$ cat src/rtl/wb_ctrl.sv
// Writeback controller: merges the ALU writeback and buffered LSU load results onto
// the single register-file write port, and generates fetch redirects or misaligned-target exceptions.
module wb_ctrl #(
   parameter int XLEN     = 32,
   parameter int LQ_DEPTH = 4,
   localparam int PW      = $clog2(LQ_DEPTH),
   localparam int CW      = PW + 1
) (
   input  logic            clk,
   input  logic            rst_n,
   input  logic [XLEN-1:0] alu_wb_data,
   input  logic [4:0]      alu_wb_rd_addr,
   input  logic            alu_wb_rd_wr_en,
   input  logic [XLEN-1:0] alu_pc_out,
   input  logic            alu_pc_load,
   input  logic            lsu_wb_valid,
   output logic            lsu_wb_ready,
   input  logic [XLEN-1:0] lsu_wb_data,
   input  logic [4:0]      lsu_wb_rd_addr,
   output logic            rf_wr_en,
   output logic [4:0]      rf_wr_addr,
   output logic [XLEN-1:0] rf_wr_data,
   output logic            redirect_valid,
   output logic [XLEN-1:0] redirect_pc,
   output logic            exc_misalign,
   output logic [XLEN-1:0] exc_tval,
   output logic [CW-1:0]   lq_count
);

   logic [XLEN-1:0]     q_data [LQ_DEPTH];
   logic [4:0]          q_rd   [LQ_DEPTH];
   logic [LQ_DEPTH-1:0] q_kill;
   logic [PW-1:0]       wr_ptr;
   logic [PW-1:0]       rd_ptr;
   logic                alu_eff;
   logic                push;
   logic                enq;
   logic                pop;

   assign lsu_wb_ready = rst_n & (lq_count != CW'(LQ_DEPTH));

   always_comb begin
      alu_eff = alu_wb_rd_wr_en & (alu_wb_rd_addr != 5'd0);
      push    = lsu_wb_valid & lsu_wb_ready;
      enq     = push & (lsu_wb_rd_addr != 5'd0);
      pop     = ~alu_eff & (lq_count != '0);
   end

   always_ff @(posedge clk) begin
      if (enq) begin
         q_data[wr_ptr] <= lsu_wb_data;
         q_rd[wr_ptr]   <= lsu_wb_rd_addr;
      end
   end

   always_ff @(posedge clk) begin
      if (!rst_n) begin
         wr_ptr         <= '0;
         rd_ptr         <= '0;
         lq_count       <= '0;
         q_kill         <= '0;
         rf_wr_en       <= 1'b0;
         rf_wr_addr     <= '0;
         rf_wr_data     <= '0;
         redirect_valid <= 1'b0;
         redirect_pc    <= '0;
         exc_misalign   <= 1'b0;
         exc_tval       <= '0;
      end else begin
         // Stale slots may also get killed; harmless, since enqueue clears the bit and wins here.
         if (alu_eff) begin
            for (int unsigned i = 0; i < LQ_DEPTH; i++) begin
               if (q_rd[i] == alu_wb_rd_addr) q_kill[i] <= 1'b1;
            end
         end
         if (enq) begin
            q_kill[wr_ptr] <= 1'b0;
            wr_ptr         <= wr_ptr + PW'(1);
         end
         if (pop) rd_ptr <= rd_ptr + PW'(1);
         lq_count <= lq_count + CW'(enq) - CW'(pop);

         if (alu_eff) begin
            rf_wr_en   <= 1'b1;
            rf_wr_addr <= alu_wb_rd_addr;
            rf_wr_data <= alu_wb_data;
         end else if (pop && !q_kill[rd_ptr]) begin
            rf_wr_en   <= 1'b1;
            rf_wr_addr <= q_rd[rd_ptr];
            rf_wr_data <= q_data[rd_ptr];
         end else begin
            rf_wr_en <= 1'b0;
         end

         redirect_valid <= alu_pc_load & (alu_pc_out[1:0] == 2'b00);
         exc_misalign   <= alu_pc_load & (alu_pc_out[1:0] != 2'b00);
         if (alu_pc_load && alu_pc_out[1:0] == 2'b00) redirect_pc <= alu_pc_out;
         if (alu_pc_load && alu_pc_out[1:0] != 2'b00) exc_tval <= alu_pc_out;
      end
   end

endmodule

$ cat config.mk
export PLATFORM = sky130hd
export DESIGN_NAME = wb_ctrl
export DESIGN_NICKNAME = d
export VERILOG_FILES = /design/src/rtl/wb_ctrl.sv
export SDC_FILE = /design/constraint.sdc
export NUM_CORES = 1
export LEC_CHECK = 0
export ABC_AREA = 1
export BUFFER_PORTS_ARGS = -buffer_cell sky130_fd_sc_hd__clkbuf_2
export CAP_MARGIN = 20
export CORE_MARGIN = 3
export CORE_UTILIZATION = 30
export DETAILED_ROUTE_END_ITERATION = 6
export PLACE_DENSITY_LB_ADDON = 0.12
export REMOVE_ABC_BUFFERS = 1
export SKIP_LAST_GASP = 1
export SYNTH_ARGS = -nofsm -noshare
export SYNTH_HDL_FRONTEND = slang
export SYNTH_SLANG_ARGS = --single-unit
$ cat constraint.sdc
create_clock -name clk -period 3.4 [get_ports clk]
set_input_delay 0.51 -clock clk [delete_from_list [all_inputs] [get_ports clk]]
set_output_delay 0.51 -clock clk [all_outputs]
set_load 0.05 [all_outputs]
Word-level counts from Yosys, hierarchy flattened --
Memories as Yosys holds them, arrays and structs flattened. A register that Yosys moved wholly into a read port is not among the register bits. Index checks and enable logic that the tools add are counted. W data, S select, Z words.
Storage, ports and cells: RAM bits 148, input bits 111, bits in registers 115, logic and storage cells 69, memories 2
Operators by class: bitwise logic cells 10, eq/ne operators 5, $add $sub $neg 4, reductions and logical operators 11, mux-type cells 23, order comparisons 3
Memory list:
- q_data | depth 4, width 32, rd ports 1, clocked after memory_dff 1, wr ports 1, RTL line 30 | logic [XLEN-1:0] q_data [LQ_DEPTH];
- q_rd | depth 4, width 5, rd ports 5, clocked after memory_dff 1, wr ports 1, RTL line 31 | logic [4:0] q_rd [LQ_DEPTH];
Operators with widths (count):
- $mux W32 | 2
- $eq A5 B5 Y1 | 4
- $mux W4 | 3
- $mux W1 | 10
- $mux W5 | 2
- $reduce_bool A5 Y1 | 2
- $mux W2 | 4
- $and A1 B1 Y1 | 7
- $lt A2 B3 Y1 const B | 2
- $add A2 B1 Y2 const B | 2
- $and A4 B4 Y4 | 1
- $logic_and A1 B1 Y1 | 4
- $not A4 Y4 | 1
- $reduce_bool A2 Y1 | 2
- $add A3 B1 Y3 | 1
- $ne A3 B3 Y1 const B | 1
- $reduce_bool A3 Y1 | 1
- $sub A3 B1 Y3 | 1
- $bmux W1 S2 | 1
- $demux W1 S2 | 1
- $ge A2 B1 Y1 const B | 1
- $logic_not A2 Y1 | 1
- $logic_not A1 Y1 | 1
- $not A1 Y1 | 1

Logic depth before layout (Yosys ltp) --
depth in word-level cells 7, mapped depth 14, gate-level depth less buffers 12

Least setup slack after synthesis --
OpenSTA, ideal clock, no wires.
path kind flip-flop to flip-flop, start reg lq_count[1], end mem q_data[3][0], enable pin, path slack -349 ps, cell stages (with the launch flop) 5, library setup time 431 ps, period minus slack after synthesis 3749 ps, data arrival time 3318 ps, path buffers 0, path through dfxtp_1 nor2_1 a21oi_2 nand3_1 nor2_1
Between the ends: longest elaborated chain between the ends 6
RTL lines:
- start: declaration | RTL line 27 | output logic [CW-1:0] lq_count
- start signal: assignment | RTL line 81 | lq_count <= lq_count + CW'(enq) - CW'(pop);
- $ne A3 B3 Y1 | RTL line 40 | assign lsu_wb_ready = rst_n & (lq_count != CW'(LQ_DEPTH));
- $and A1 B1 Y1 | RTL line 40
- named net lsu_wb_ready | RTL line 17 | output logic lsu_wb_ready,
- $and A1 B1 Y1 | RTL line 44 | push = lsu_wb_valid & lsu_wb_ready;
- $and A1 B1 Y1 | RTL line 45 | enq = push & (lsu_wb_rd_addr != 5'd0);
- $mux W1 | RTL line 50 | if (enq) begin
- $mux W1 (not written as such) | RTL line 51 | q_data[wr_ptr] <= lsu_wb_data;
- end: declaration | RTL line 30
The timed path passes the listed nets, and every way through them passes these cells.

Worst setup path in the final report --
start reg lq_count[1], end reg lq_count[2]
Between the ends: longest elaborated chain between the ends 6, elaborated cells on any way between the ends 8, those cells by class add/sub (2); eq/ne (1); bitwise (4); reduce/logical (1)
RTL lines (RTL line):
- $ne A3 B3 Y1 | 40
- $and A1 B1 Y1 | 40
- $and A1 B1 Y1 | 44
- $and A1 B1 Y1 | 45
- $add A3 B1 Y3 | 81
- $sub A3 B1 Y3 * | 81
Every way passes the cells marked *; elsewhere a longest branch is shown, timed or not. A chain may end at the register's enable or synchronous reset.

==> results.tsv <==
metric	value	unit
status	finished, final reports clean	
port bufs	218	
initial core utilization	30.6	%
Worst-Skew Late Latency	0.54	ns
DRC viols	0	
CP max FO	6	
DR iter-0 viols	446	
delay-heaviest family, CP	adder cells	
Multi-input gate area	0.00359	sq mm
sequential area share after synthesis	58.6	%
Hold Startpoint	lsu_wb_data[0]	
busiest layer in global routing	met2	
Global Route met2 Usage	26.6	%
first-pass GRT wire length	50.1	mm
Die ar.	0.0410	sq mm
final setup fails	0	
CTS resizes	0	
WP buf/inv	2	
VDD IR-drop max	0.380	mV
leakage power	6.72	nW
synth warn	0	
Hold WC Path Type	input port to register	
number of max-cap violations	0	
CTS buffer count	34	
Slew @ Worst Pin	0.970	ns
largest net degree at the start of global routing	60	
CTS tree	yes	
Worst-path clk slew	0.06	ns
R2R Path Start	lq_count[1]	
total design power	10.2	mW
CP endpoint kind	register	
Worst EP arrival	2.67	ns
critical path's slowest cell	dfxtp_1	
clk_skew	0.0180	ns
Yosys top cell by area	edfxtp_1	
# Post-CTS Setup Buffers	0	
Max Root-Sink Buffers	3	
CORE AREA	0.0378	sq mm
final non-filler cell total	2105	
clock root buffer	clkbuf_16	
Slew Viols, Final	0	
Mapped Area	0.0116	sq mm
relative slew slack	35.2	%
top cells by area, synth	edfxtp_1 38%, dfxtp_1 20%, nand2_1 11%	
Critical Path Source	lq_count[1]	
gr ovfl total	0	
FF/Latch Area	0.00679	sq mm
Yosys cell types	27	
Post-Syn Instances	1368	
PwrDens	717	mW/mm^2
H-tree Lvls	2	
vias in the first global route	8800	
Global Route met1 Usage	19.8	%
FP Rows	71	
DRT antenna net count	0	
Die H	202	microns
Mapped Avg Cell Area	8.46	sq um
Final GP Congestion	0.771	
filler cell count	4043	
startpoint types	register	
hold_buf cts	0	
worst-path cell chain	nor2_1 > a21oi_2 > nand3_1 > ha_1 > inv_1 > ha_1 > fa_1 > inv_1 > o21ai_0 > a21oi_1	
vias	9014	
# IOs	219	
DIE WIDTH	202	microns
clk sinks	265	
share of cells above drive strength 1	19.1	%
GRT Total Usage	15.7	%
DR pass1 iterations	4	
RSZ-0062 raised after global routing	false	
post-synth top area share	38.4	%
Worst Path Required	3.87	ns
wire length per cell	15.4	microns
min Tclk post-route	2.20	ns
drt total wl	32.4	mm
Area growth, synth to finish	22.7	%
#FFs+latches synth	265	
fin nets	1685	
slowest stage delay, CP	0.39	ns
Vias/cell	4.28	
Final Hold Fails	0	
Post-DP HPWL	20.3	mm
Cells after DPL	2042	
WS Path Type	register to register	
initial antenna violation count	4	
Final Cycle Share	64.7	%
met3 Use GR	3.35	%
f_max	455	MHz
[where the power goes]
group          internal, mW  total, mW  leakage, nW  switching, mW
Sequential             3.70       3.90         2.31          0.200
Combinational         0.717       2.79         3.88           2.07
Clock                  2.12       3.49        0.535           1.37
[cells by family after synthesis]
| kind of cell | share of synthesized area (%) |
|---|---|
| xor+xnor | 1.44 |
| flops | 58.6 |
| fa+ha+maj | 0.822 |
| buf+inv | 10.4 |
| compound gates | 3.28 |
| simple gates | 25.4 |
[flip-flops by register name, summed over array words and instances, names as in the netlist, named ones only]
signal          flops
redirect_valid      1
wr_ptr              2
rf_wr_en            1
redirect_pc        32
q_data            128
exc_tval           32
rf_wr_addr          5
q_rd               20
rf_wr_data         32
rd_ptr              2
lq_count            3
exc_misalign        1
q_kill              4
[per-layer routing]
metal	share of wire, %	vias up	wire, microns
met5	0.13	-	41
met4	2.7	6	877
met3	4.8	51	1560
met2	48	177	15700
met1	44	4125	14300
li1	-	4655	-
[layout by cell type, fill, tap and decap left out, types with 2 or more instances in the layout]
cell type  netlist  routed
clkbuf_2         0     217
nand4_1          3       3
nand2_1        338     338
inv_1          207     203
dfxtp_1        117     115
nor2_4           2       3
clkbuf_1        17      14
edfxtp_1       148     148
inv_2            3       7
nor2_1         221     220
xor2_1           6       6
xnor2_1         13      13
o21ai_0         64      64
clkinv_8         0       2
nand2_4          4       4
o21ai_1          2       2
clkbuf_8         0       6
nand3_1        147     147
ha_1             6       6
buf_12           0       4
clkbuf_16        0      35
a21oi_1          8       8
buf_4            4      15
clkinv_2         1       5
[Yosys cell counts]
master      n
nand2_1   338
nor2_1    221
inv_1     207
edfxtp_1  148
nand3_1   147
dfxtp_1   117
o21ai_0    64
buf_2      31
clkbuf_1   17
xnor2_1    13
buf_1      11
buf_6      10
a21oi_1     8
ha_1        6
xor2_1      6
buf_4       4
nand2_4     4
inv_2       3
nand4_1     3
nor2_4      2
o21ai_1     2
a21oi_2     1
clkinv_2    1
fa_1        1
inv_4       1
nand3_4     1
nand3b_1    1
[layout make-up]
| cell class | count | share of cell area [%] |
|---|---|---|
| inverter | 212 | 5.63 |
| multi-input combinational | 818 | 25.3 |
| sequential | 265 | 47.8 |
| tap | 511 | 4.50 |
| clock inverter | 7 | 0.582 |
| timing repair buffer | 236 | 9.01 |
| antenna | 1 | 0.0176 |
| clock buffer | 55 | 7.12 |
[stage by stage]
step	TNS (ns)	utilization, %	hold slack, ns	instance area (sq um)	setup WS [ns]
floorplan	-12.91	-	0.426	11200	-0.349
CTS	0	37.5	0.151	14200	1.16
global route	0	37.5	0.168	14200	0.900
detailed placement	0	34.6	0.425	13100	0.824
finish	0	37.5	0.192	14200	1.20
global placement	0	34.6	0.420	13100	0.819
[path summary, 6_finish.rpt]
| path | end | slack [ns] | depth (start not counted) |
|---|---|---|---|
| max | lq_count[2] | 1.20 | 10 |
| min | q_data[1][0] | 0.19 | 1 |
| min reg2reg | redirect_pc[1] | 0.43 | 2 |
| max reg2reg | lq_count[2] | 1.20 | 10 |
(Power assumes the default switching activity.)
